$ cat config.mk
export PLATFORM = sky130hd
export DESIGN_NAME = demo_logic
export DESIGN_NICKNAME = d
export VERILOG_FILES = /design/src/rtl/demo_logic.sv
export SDC_FILE = /design/constraint.sdc
export NUM_CORES = 1
export LEC_CHECK = 0
export BUFFER_PORTS_ARGS = -buffer_cell sky130_fd_sc_hd__buf_2
export CAP_MARGIN = 10
export CORE_AREA = 2 2 39 41
export CTS_BUF_LIST = sky130_fd_sc_hd__clkbuf_4
export DETAILED_ROUTE_END_ITERATION = 8
export DIE_AREA = 0 0 41 43
export PLACE_DENSITY = 0.86
export SKIP_CTS_REPAIR_TIMING = 1
export SYNTH_ARGS = -nofsm -noshare
export SYNTH_HDL_FRONTEND = slang
export SYNTH_SLANG_ARGS = --single-unit
export TNS_END_PERCENT = 10
$ cat constraint.sdc
create_clock -name clk -period 2.8 [get_ports clk]
set_input_delay 0.28 -clock clk [delete_from_list [all_inputs] [get_ports clk]]
set_output_delay 0.28 -clock clk [all_outputs]
set_load 0.02 [all_outputs]
$ cat src/rtl/demo_logic.sv
// Two-input clocked logic cell with input synchronizers, selectable
// boolean function, registered result and saturating toggle counter.
module demo_logic #(
  parameter int SYNC_STAGES = 2,
  parameter int CNT_W       = 8
) (
  input  logic             clk,
  input  logic             rst_n,
  input  logic             a,
  input  logic             b,
  input  logic [2:0]       op,
  input  logic             cnt_clr,
  output logic             c,
  output logic [CNT_W-1:0] toggle_cnt
);

  localparam logic [CNT_W-1:0] CNT_MAX = '1;

  logic [SYNC_STAGES-1:0] a_sync;
  logic [SYNC_STAGES-1:0] b_sync;
  logic                   a_s;
  logic                   b_s;
  logic                   f;
  logic                   c_d;

  always_ff @(posedge clk or negedge rst_n) begin
    if (!rst_n) begin
      a_sync <= '0;
      b_sync <= '0;
    end else begin
      a_sync <= {a_sync[SYNC_STAGES-2:0], a};
      b_sync <= {b_sync[SYNC_STAGES-2:0], b};
    end
  end

  assign a_s = a_sync[SYNC_STAGES-1];
  assign b_s = b_sync[SYNC_STAGES-1];

  always_comb begin
    f = 1'b0;
    case (op)
      3'd0: f = a_s & b_s;
      3'd1: f = a_s | b_s;
      3'd2: f = a_s ^ b_s;
      3'd3: f = ~(a_s & b_s);
      3'd4: f = ~(a_s | b_s);
      3'd5: f = ~(a_s ^ b_s);
      3'd6: f = a_s;
      3'd7: f = b_s;
      default: f = 1'b0;
    endcase
  end

  // op is quasi-static, so it feeds the result flop directly
  always_ff @(posedge clk or negedge rst_n) begin
    if (!rst_n) begin
      c   <= 1'b0;
      c_d <= 1'b0;
    end else begin
      c   <= f;
      c_d <= c;
    end
  end

  always_ff @(posedge clk or negedge rst_n) begin
    if (!rst_n) begin
      toggle_cnt <= '0;
    end else if (cnt_clr) begin
      toggle_cnt <= '0;
    end else if ((c != c_d) && (toggle_cnt != CNT_MAX)) begin
      toggle_cnt <= toggle_cnt + 1'b1;
    end
  end

endmodule

# Word-level counts from Yosys, hierarchy flattened

Cells that the tools add are included.

Bits in registers: 14
Output and inout bits: 9
Logic and storage cells: 27
Input port bits: 8

Bitwise logic cells: 6
Muxes and demuxes: 3
Eq/ne operators: 9
Reductions and logical operators: 3
$add $sub $neg: 1

Operators with widths:

| kind                  | count |
|---|---|
| $mux W8               | 2 |
| $eq A3 B3 Y1 const B  | 4 |
| $add A8 B1 Y8 const B | 1 |
| $ne A8 B8 Y1 const B  | 1 |
| $pmux W1 S8           | 1 |
| $eq A3 B2 Y1 const B  | 2 |
| $eq A3 B1 Y1 const B  | 1 |
| $logic_not A3 Y1      | 1 |
| $not A1 Y1            | 3 |
| $reduce_bool A2 Y1    | 1 |
| $and A1 B1 Y1         | 1 |
| $logic_and A1 B1 Y1   | 1 |
| $ne A1 B1 Y1          | 1 |
| $or A1 B1 Y1          | 1 |
| $xor A1 B1 Y1         | 1 |

# Logic depth before layout (Yosys ltp)

Gate-level depths: netlist of the first run.

Word-level depth: 4
Gate-level depth with buffers: 6
Gate-level depth less buffers: 6

# Least setup slack after synthesis of the first run

No wires, ideal clock.

Path kind: register to register
From: reg toggle_cnt[0]
To: reg toggle_cnt[1]
Setup time: 0.129 ns
Clock period less this slack: 1.432 ns
Path buffers: 0
Data required time: 2.671 ns
Slack: 1.368 ns
Stages on the path, launching flop included: 6
Arrival time: 1.304 ns
Cell sequence: dfrtp_1 ha_1 nand3_1 o21ai_2 mux2i_1 nor2_1

Longest elaborated chain between the ends: 3
Elaborated cells on any way between the ends: 6
Those cells by class: add/sub: 1; eq/ne: 1; mux: 2; reduce/logical: 2

Ends and longest elaborated chain:

| item                                                  | line   | source |
|---|---|---|
| from (decl)                                           | 14     | `output logic [CNT_W-1:0] toggle_cnt` |
| from (signal assigned)                                | 71     | `toggle_cnt <= toggle_cnt + 1'b1;` |
| $add A8 B1 Y8 / $ne A8 B8 Y1 (equally long branches)  | 71, 70 |  |
| $mux W8 / $logic_and A1 B1 Y1 (equally long branches) | 70     | `end else if ((c != c_d) && (toggle_cnt != CNT_MAX)) begin` |
| $mux W8 / $reduce_bool A2 Y1 (equally long branches)  | --     |  |

Parallel ways exist; a longest one is shown, timed or not. The select of a mux whose other input is x is not followed.
A chain may end at the register's enable or synchronous reset.

# Final worst setup path of the first run

Ends and elaborated chain as after synthesis.

==> metrics.yaml, run 1 <==
die:
  core_um2: 1384
  rows: 14
  dieArea_um2: 1763
  initial_core_util_pct: 51.08
  io_pins: 17
  fp.dieH_um: 43
  die_w_um: 41
timing:
  maxSlewHeadroom_pct: 63.37
  setup_viol: 0
  final-max-slew-violation-count: 0
  worst_pin_slew_ps: 545.6
  fin_skew_ps: 1.451
  clock.fmax_ghz: 0.7065
  min_period_ps: 1415
  fin_ws_ps: 1385
  setup_tns_ps: 0
  hold_viol: 0
  fin_crit_sh_pct: 50.55
  rsz0062_at_grt: "no"
global_routing:
  grt_start_max_net_pins: 15
  grt.total_usage_pct: 19.45
  grt_pass1_wl_um: 2249
  grt-ovfl-total: 0
  antenna_found_initial: 0
  grt_pass1_vias: 563
clocking:
  clockRootBuffer: "clkbuf_4"
  clock_latency_ps: 280
  cts_tree: "done"
  cts_sinks: 14
  cts_buffers: 3
  htree_levels: 1
  clk_pin_slew_ps: 80
  clock_path_buffers: 2
route:
  detail_route.wl_per_cell_um: 12.73
  drt-initial-drc-count: 7
  route.detailed.drc: 0
  num_vias: 570
  dr.pass1.iters: 2
  via_per_inst: 5.481
  final_antenna_net_count: 0
  routed_wl_um: 1324
placement:
  pre_cts_ws_ps: 1381
  numPortBuffers: 16
  dpl.cell_count: 100
  gp_congestion: 0.7570
  hpwl_um: 970.6
  placed_area_um2: 803.3
setup_path:
  start_kind: "flop"
  max_stage_delay_ps: 400
  path_class: "reg -> reg"
  path_depth: 5
  required_ps: 2970
  path_buf_inv: 0
  worst-r2r-setup-slack_ps: 1380
  rr_startpoint: "toggle_cnt[0]$_DFFE_PN0P_"
  crit_chain: "ha_1 -> nand3_1 -> o21ai_2 -> mux2i_1 -> nor2_1"
  crit_slowest_cell: "dfrtp_1"
  crit_fanout: 5
  r2r_end: "toggle_cnt[1]$_DFFE_PN0P_"
  crit_family: "flip-flops"
  crit_path_end_kind: "flop"
  worst-r2r-cell-count: 5
  cp.arrival_ps: 1590
power:
  power.internal_uw: 303.6
  irDropWorstVdd_mv: 0.3208
  p_clk_share_pct: 25.7
  p_comb_share_pct: 21.0
  power_density_nw_per_um2: 520.3
  swShare_pct: 30.17
  p_leak_nw: 0.3893
  power_frac_seq_pct: 53.4
  switchingPower_uw: 131.2
worst_hold_path:
  min_path_type: "in -> reg"
  hold_depth: 1
  min_to: "a_sync[0]$_DFF_PN0_"
  min_from: "a"
logic_synthesis:
  syn_avg_cell_area_um2: 10.25
  ys_seq_elements: 14
  synth-seq-area-share_pct: 49.56
  synthesis.nets: 80
  yosysWarnings: 0
  syn_area_um2: 706.9
  synth_cells: 69
  synth.distinct_cells: 24
finish:
  stdcell_count: 104
  final_util_pct: 60.40
  drive_gt1_share_pct: 27.27
  nets: 101
  fin_area_um2: 835.8
  num_antenna_cells: 0
  area_growth_pct: 18.23
outcome:
  status: "completed"
flow_run:
  maxCapViolCount: 0
through the flow:
step | total power, mW | hold slack [ps]
6_report | 0.4348 | 98.77
3_3_place_gp | 0.3226 | 183.3
5_1_grt | 0.4588 | 95.97
2_1_floorplan | 0.2954 | -15.59
3_5_place_dp | 0.3263 | 187.0
4_1_cts | 0.4356 | -112.9
cells by family after synthesis:
kind of cell / after synthesis / synth area share (%)
xor gates and xnor gates: 3 / 3.717
and+or+nand+nor: 29 / 19.65
AOI/OAI and AO/OA: 10 / 10.27
DFF: 14 / 49.56
adders and majority gates: 3 / 5.310
muxes: 5 / 8.850
buffers and inverters: 5 / 2.654
cell type report:
class | count | area, um2
repair buffers | 17 | 90.09
flip-flops and latches | 14 | 350.3
clock buffers | 3 | 22.52
well taps | 16 | 20.02
multi-input cells | 50 | 337.8
fillers | 129 | 548.0
inverters | 4 | 15.01
power groups by stage:
| stage | combinational (mW) | sequential, mW | clock, mW |
|---|---|---|---|
| floorplan | 0.0477 | 0.248 | 0 |
| global placement | 0.0872 | 0.235 | 0 |
| detailed placement | 0.0900 | 0.236 | 0 |
| CTS | 0.0912 | 0.232 | 0.112 |
| global route | 0.100 | 0.235 | 0.124 |
| finish | 0.0911 | 0.232 | 0.112 |
per-layer routing:
layer | GRT usage, % | wire, um | up-vias
met4 | 12.00 | 39 | 0
met2 | 27.50 | 618 | 13
met5 | 0 | 0 | -
met3 | 4.712 | 53 | 5
met1 | 25.68 | 613 | 275
li1 | - | - | 277
cell usage after synthesis:
library cell	instances	area (um2)
dfrtp_1	14	350.3
nor2_1	13	48.80
nand2_1	5	18.77
inv_1	4	15.01
mux2i_1	4	40.04
ha_1	3	37.54
nand3_1	3	15.01
a211oi_1	2	15.01
a21oi_1	2	10.01
nand4_1	2	12.51
nor2b_1	2	12.51
nor3_2	2	20.02
xor2_1	2	17.52
a21o_1	1	7.510
a221oi_1	1	8.760
a22oi_1	1	7.510
buf_1	1	3.750
mux4_2	1	22.52
nand2b_1	1	6.260
nor3_1	1	5.000
o21ai_0	1	5.000
o21ai_2	1	8.760
o31a_2	1	10.01
xnor2_1	1	8.760
worst max-delay path by stage:
stage | from | slack (ps) | end
final | toggle_cnt[0]$_DFFE_PN0P_ | 1380 | toggle_cnt[1]$_DFFE_PN0P_
after detailed placement | toggle_cnt[0]$_DFFE_PN0P_ | 1380 | toggle_cnt[1]$_DFFE_PN0P_
after global placement | toggle_cnt[0]$_DFFE_PN0P_ | 1420 | toggle_cnt[1]$_DFFE_PN0P_
after CTS | toggle_cnt[0]$_DFFE_PN0P_ | 1370 | toggle_cnt[1]$_DFFE_PN0P_
after global routing | toggle_cnt[0]$_DFFE_PN0P_ | 1260 | toggle_cnt[6]$_DFFE_PN0P_
after floorplan | toggle_cnt[0]$_DFFE_PN0P_ | 1370 | toggle_cnt[1]$_DFFE_PN0P_
flip-flops by register name (all words and copies together), names as in the netlist:
signal      count
a_sync          2
b_sync          2
c               1
c_d             1
toggle_cnt      8
placed cells by master (no fill, tap or decap), types with 2 or more instances in the layout:
| master | synthesis | routed |
|---|---|---|
| buf_2 | 0 | 16 |
| dfrtp_1 | 14 | 14 |
| nor2_1 | 13 | 13 |
| nand2_1 | 5 | 5 |
| inv_1 | 4 | 4 |
| mux2i_1 | 4 | 4 |
| nand3_1 | 3 | 3 |
| ha_1 | 3 | 3 |
| clkbuf_4 | 0 | 3 |
| a21oi_1 | 2 | 2 |
| nand4_1 | 2 | 2 |
| xor2_1 | 2 | 2 |
| nor3_2 | 2 | 2 |
| nor2b_1 | 2 | 2 |
| a211oi_1 | 2 | 2 |
No activity file was read; power rests on OpenSTA's default activity.
==> run 2, diff against run 1 <==
--- a/config.mk
+++ b/config.mk
@@ -7,10 +7,10 @@
 export LEC_CHECK = 0
 export BUFFER_PORTS_ARGS = -buffer_cell sky130_fd_sc_hd__buf_2
 export CAP_MARGIN = 10
-export CORE_AREA = 2 2 39 41
+export CORE_MARGIN = 2
+export CORE_UTILIZATION = 53
 export CTS_BUF_LIST = sky130_fd_sc_hd__clkbuf_4
 export DETAILED_ROUTE_END_ITERATION = 8
-export DIE_AREA = 0 0 41 43
 export PLACE_DENSITY = 0.86
 export SKIP_CTS_REPAIR_TIMING = 1
 export SYNTH_ARGS = -nofsm -noshare
==> constraint.sdc (replaced) <==
create_clock -name clk -period 1.5 [get_ports clk]
set_input_delay 0.15 -clock clk [delete_from_list [all_inputs] [get_ports clk]]
set_output_delay 0.15 -clock clk [all_outputs]
set_load 0.02 [all_outputs]
==> run 2 against run 1 <==
Setup slack got worse by 1300 ps. Final cell count is 2.9% higher. Critical path depth decreased by 1. Clock power is 89% higher. Die area decreased by 6.9%. Count of clock-buffer cells in the layout is the same. Sequential power up 88%. Sequential cell count did not move. Utilization rose by 9.0 points. Combinational power up 120%. Global-route usage up 1.9 points. Critical endpoint is now c$_DFF_PN0_. Largest cell class is now multi-input gates.
==> metrics.yaml, run 2 (synthesis gave the netlist of run 1 again) <==
finish:
  fin_area_um2: 880.8  # +5.4%
  final_common_cell: "buf_2"
  num_antenna_cells: 0  # unchanged
  fillCellCount: 96  # -26%
  regMostFlops: "toggle_cnt"
  final_cell_mix: "buf_2, dfrtp_1, nor2_1"
  area_growth_pct: 24.60
  nets: 104  # +3.0%
  stdcell_count: 107  # +2.9%
  drive_gt1_share_pct: 29.35  # +2.1 points
  reg_top3: "toggle_cnt x8, a_sync x2, b_sync x2"
  largest_reg_flops: 8  # unchanged
global_routing:
  grt_pass1_vias: 530  # -5.9%
  grt_pass1_wl_um: 2180  # -3.1%
  grt-ovfl-total: 0  # unchanged
  grt_start_max_net_pins: 15  # unchanged
  grt.total_usage_pct: 21.33  # +1.9 points
  antenna_found_initial: 0  # unchanged
timing:
  holdWs_ps: 43.55  # -55.22 ps
  setup_tns_ps: 0  # unchanged
  final-max-slew-violation-count: 0  # unchanged
  setup_viol: 0  # unchanged
  min_period_ps: 1397  # -18.05 ps
  hold_viol: 0  # unchanged
  fin_skew_ps: 6.796  # +5.345 ps
  fin_crit_sh_pct: 93.16  # +43 points
  clock.fmax_ghz: 0.7156  # +1.3%
  worst_pin_slew_ps: 304.1  # -241.5 ps
  fin_ws_ps: 102.6  # -1282 ps
  maxSlewHeadroom_pct: 79.73  # +16 points
  rsz0062_at_grt: "no"
placement:
  hpwl_um: 1047  # +7.9%
  pre_cts_ws_ps: 96.29  # -1284 ps
  dpl.cell_count: 100  # unchanged
  gp_congestion: 0.8358  # +10%
  numPortBuffers: 16  # unchanged
  placed_area_um2: 809.5  # +0.78%
clocking:
  cts_sinks: 14  # unchanged
  clock_path_buffers: 2  # unchanged
  cts_tree: "done"
  cts_buffers: 3  # unchanged
  htree_levels: 1  # unchanged
  clk_pin_slew_ps: 80  # about the same
  clockRootBuffer: "clkbuf_4"
  clock_latency_ps: 280  # about the same
setup_path:
  path_class: "reg -> reg"
  rr_startpoint: "a_sync[1]$_DFF_PN0_"
  worst-r2r-setup-slack_ps: 100  # -1280 ps
  crit_fanout: 3  # -2
  crit_start: "a_sync[1]$_DFF_PN0_"
  start_kind: "flop"
  required_ps: 1710  # -1260 ps
  crit_path_end_kind: "flop"
  cp.arrival_ps: 1610  # +20 ps
  r2r_end: "c$_DFF_PN0_"
  worst-r2r-cell-count: 4  # -1
route:
  num_vias: 599  # +5.1%
  final_antenna_net_count: 0  # unchanged
  via_per_inst: 5.598  # +2.1%
  route.detailed.drc: 0  # unchanged
  dr.pass1.iters: 5  # +3
  drt-initial-drc-count: 11  # +4
  detail_route.wl_per_cell_um: 13.25  # +4.1%
  routed_wl_um: 1418  # +7.1%
outcome:
  status: "completed"
die:
  io_pins: 17  # unchanged
  rows: 13  # -1
  initial_core_util_pct: 55.72  # +4.6 points
  dieArea_um2: 1642  # -6.9%
  die_w_um: 40.52  # -1.2%
  core_um2: 1269  # -8.3%
  fp.dieH_um: 40.52  # -5.8%
worst_hold_path:
  min_path_type: "in -> reg"
  hold_depth: 2  # +1
  min_to: "c$_DFF_PN0_"
  min_from: "op[2]"
power:
  switchingPower_uw: 255.3  # +95%
  power_frac_seq_pct: 51.6  # -1.8 points
  irDropWorstVdd_mv: 0.9431  # +190%
  p_leak_nw: 0.4016  # +3.1%
  swShare_pct: 30.31  # +0.13 points
  power_density_nw_per_um2: 956.4  # +84%
  p_comb_share_pct: 23.2  # +2.2 points
  p_clk_share_pct: 25.2  # -0.5 points
  power.internal_uw: 587.2  # +93%
flow_run:
  maxCapViolCount: 0  # unchanged
## run 2: changes by cell type in the layout (fill, tap and decap cells not counted)
cell           before  now
buf_4               0    1
clkinv_1            0    1
ha_1                3    1
dlygate4sd3_1       1    3
ha_4                0    1
ha_2                0    1
## run 2: area by class of cell
class	count	area [um2]	area share, %
inverters	4	15.01	1.705
flip-flops and latches	14	350.3	39.77
repair buffers	20	117.6	13.35
clock buffers	3	22.52	2.557
multi-input cells	50	352.8	40.06
clock inverters	1	3.754	0.4261
well taps	15	18.77	2.131
## run 2: power by group through the flow
stage	Combinational (mW)	Sequential [mW]	Clock, mW
CTS	0.185	0.435	0.216
global route	0.220	0.438	0.239
global placement	0.177	0.438	0
floorplan	0.0890	0.462	0
finish	0.196	0.435	0.212
detailed placement	0.182	0.442	0
## run 2: through the flow
stage	total power, mW	utilization [%]
finish	0.8425	69.43
global route	0.8968	69.43
CTS	0.8363	65.88
detailed placement	0.6231	63.81
global placement	0.6146	63.81
floorplan	0.5514	-
## run 2: worst max-delay path by stage
stage                                     end  slack (ps)  cells after the start
floorplan           toggle_cnt[1]$_DFFE_PN0P_          70                      5
global placement                  c$_DFF_PN0_         130                      4
detailed placement                c$_DFF_PN0_         100                      4
CTS                               c$_DFF_PN0_          80                      4
global route        toggle_cnt[6]$_DFFE_PN0P_           6                      5
finish                            c$_DFF_PN0_         100                      4
## run 2: critical path, stage by stage (launching register included)
cell,delay (ps)
dfrtp_1,410
inv_1,120
ha_4,220
mux4_2,440
a21oi_1,150
## run 2: routing by layer
layer  wire length (um)  vias to the layer above  part of all wire (%)  track usage, %
li1                   -                      283                     -               -
met1                586                      283                    41           23.40
met2                704                       26                    50           34.92
met3                 91                        7                   6.4           11.11
met4                 36                        0                   2.5           7.500
met5                  0                        -                     0               0
==> run 3, diff against run 2 <==
--- a/config.mk
+++ b/config.mk
@@ -12,6 +12,7 @@
 export CTS_BUF_LIST = sky130_fd_sc_hd__clkbuf_4
 export DETAILED_ROUTE_END_ITERATION = 8
 export PLACE_DENSITY = 0.86
+export REMOVE_ABC_BUFFERS = 1
 export SKIP_CTS_REPAIR_TIMING = 1
 export SYNTH_ARGS = -nofsm -noshare
 export SYNTH_HDL_FRONTEND = slang
==> run 3 against run 2 <==
Sequential share of layout area up 0.20 points. Combinational power up 4%. Clock skew down 3.6 ps. Sequential power up 3%. Wire length down 0.28%. Clock power down 5%. Global-route usage up 0.12 points. Count of clock-buffer cells in the layout unchanged. Cell area down 0.14%. Power up 1.1%. Critical path type unchanged. Largest cell class unchanged. Highest routed layer is now met3.
==> metrics.yaml, run 3 (synthesis gave the netlist of run 1 again) <==
power:
  power_density_nw_per_um2: 968.3  # +1.2%
  finalPower_uw: 851.7  # +1.1%
  p_leak_nw: 0.3998  # -0.44%
  irDropWorstVdd_mv: 0.7023  # -26%
clocking:
  cts_buffers: 3  # unchanged
  cts_tree: "done"
  clockRootBuffer: "clkbuf_4"
  htree_levels: 1  # unchanged
  clock_latency_ps: 270  # about the same
  clock_path_buffers: 2  # unchanged
  clk_pin_slew_ps: 80  # about the same
  cts_sinks: 14  # unchanged
finish:
  final_cell_mix: "buf_2, nor2_1, dfrtp_1"
  final_util_pct: 69.33  # -0.099 points
  stdcell_count: 106  # -0.93%
  final_common_cell: "buf_2"
  drive_gt1_share_pct: 30.77  # +1.4 points
  nets: 104  # unchanged
  num_antenna_cells: 0  # unchanged
  fin_area_um2: 879.6  # -0.14%
  reg_top3: "toggle_cnt x8, a_sync x2, b_sync x2"
  area_growth_pct: 24.42
  largest_reg_flops: 8  # unchanged
  regMostFlops: "toggle_cnt"
route:
  drt-initial-drc-count: 6  # -5
  final_antenna_net_count: 0  # unchanged
  route.detailed.drc: 0  # unchanged
  num_vias: 591  # -1.3%
  detail_route.wl_per_cell_um: 13.34  # +0.66%
  dr.pass1.iters: 4  # -1
  routed_wl_um: 1414  # -0.28%
  via_per_inst: 5.575  # -0.40%
setup_path:
  rr_startpoint: "a_sync[1]$_DFF_PN0_"
  max_stage_delay_ps: 360  # -80 ps
  crit_slowest_cell: "dfrtp_1"
  crit_chain: "inv_1 -> ha_1 -> nor2_1 -> nor2_1 -> a221oi_1 -> a21oi_2"
  required_ps: 1650  # -60 ps
  cp.arrival_ps: 1550  # -60 ps
  path_class: "reg -> reg"
  worst-r2r-cell-count: 6  # +2
  path_buf_inv: 1  # unchanged
  crit_family: "compound AO/OA/AOI/OAI gates"
  start_kind: "flop"
  crit_fanout: 3  # unchanged
  worst-r2r-setup-slack_ps: 100  # about the same
  r2r_end: "c$_DFF_PN0_"
  crit_path_end_kind: "flop"
  crit_top_cell: "nor2_1"
flow_run:
  maxCapViolCount: 0  # unchanged
die:
  dieArea_um2: 1642  # unchanged
  core_um2: 1269  # unchanged
  rows: 13  # unchanged
  initial_core_util_pct: 55.72  # unchanged
  fp.dieH_um: 40.52  # unchanged
  die_w_um: 40.52  # unchanged
  io_pins: 17  # unchanged
timing:
  setup_tns_ps: 0  # unchanged
  worst_pin_slew_ps: 328.3  # +24.25 ps
  fin_skew_ps: 3.222  # -3.574 ps
  setup_viol: 0  # unchanged
  min_period_ps: 1399  # +2.041 ps
  clock.fmax_ghz: 0.7146  # -0.15%
  fin_crit_sh_pct: 93.30  # +0.14 points
  hold_viol: 0  # unchanged
  maxSlewHeadroom_pct: 78.11  # -1.6 points
  fin_ws_ps: 100.5  # -2.041 ps
  holdWs_ps: 58.81  # +15.26 ps
  final-max-slew-violation-count: 0  # unchanged
worst_hold_path:
  hold_depth: 2  # unchanged
  min_path_type: "in -> reg"
  min_from: "op[2]"
  min_to: "c$_DFF_PN0_"
placement:
  gp_congestion: 0.8257  # -1.2%
  dpl.cell_count: 100  # unchanged
  hpwl_um: 1049  # +0.19%
  numPortBuffers: 16  # unchanged
  pre_cts_ws_ps: 19.50  # -76.79 ps
  placed_area_um2: 809.5  # unchanged
global_routing:
  grt_start_max_net_pins: 15  # unchanged
  grt_pass1_vias: 520  # -1.9%
  antenna_found_initial: 0  # unchanged
  grt_pass1_wl_um: 2256  # +3.5%
  grt.total_usage_pct: 21.45  # +0.12 points
  grt-ovfl-total: 0  # unchanged
outcome:
  status: "completed"
==> run 3: cell types whose count changed in the layout (fill, tap and decap cells not counted) <==
cell | before | now
a21oi_2 | 0 | 1
ha_1 | 1 | 2
a21oi_1 | 2 | 1
dfrtp_1 | 14 | 13
dfrtp_2 | 0 | 1
clkinv_1 | 1 | 0
ha_2 | 1 | 0
==> run 3: worst max-delay path by stage <==
| stage | startpoint | endpoint | cells past startpoint |
|---|---|---|---|
| after floorplan | toggle_cnt[0]$_DFFE_PN0P_ | toggle_cnt[1]$_DFFE_PN0P_ | 5 |
| after global placement | a_sync[1]$_DFF_PN0_ | c$_DFF_PN0_ | 4 |
| after detailed placement | toggle_cnt[0]$_DFFE_PN0P_ | toggle_cnt[1]$_DFFE_PN0P_ | 5 |
| after CTS | toggle_cnt[0]$_DFFE_PN0P_ | toggle_cnt[1]$_DFFE_PN0P_ | 5 |
| after global routing | a_sync[1]$_DFF_PN0_ | c$_DFF_PN0_ | 6 |
| final | a_sync[1]$_DFF_PN0_ | c$_DFF_PN0_ | 6 |
==> run 3: cell type report <==
class,instances,area (um2)
fillers,108,389.1
flip-flops and latches,14,351.6
clock buffers,3,22.52
well taps,15,18.77
repair buffers,20,117.6
multi-input cells,50,354.1
inverters,4,15.01
==> run 3: routing by layer <==
metal / vias to the layer above / track usage (%) / wire length, um
met5: - / 0 / 0
met4: 0 / 7.500 / 0
met3: 0 / 5.000 / 38
met2: 11 / 35.71 / 757
met1: 293 / 26.95 / 618
li1: 287 / - / -
==> run 3: report_power, final <==
| group | switching [mW] | internal (mW) |
|---|---|---|
| sequential | 0.0386 | 0.407 |
| clock | 0.109 | 0.0928 |
| combinational | 0.112 | 0.0918 |
| total | 0.260 | 0.592 |
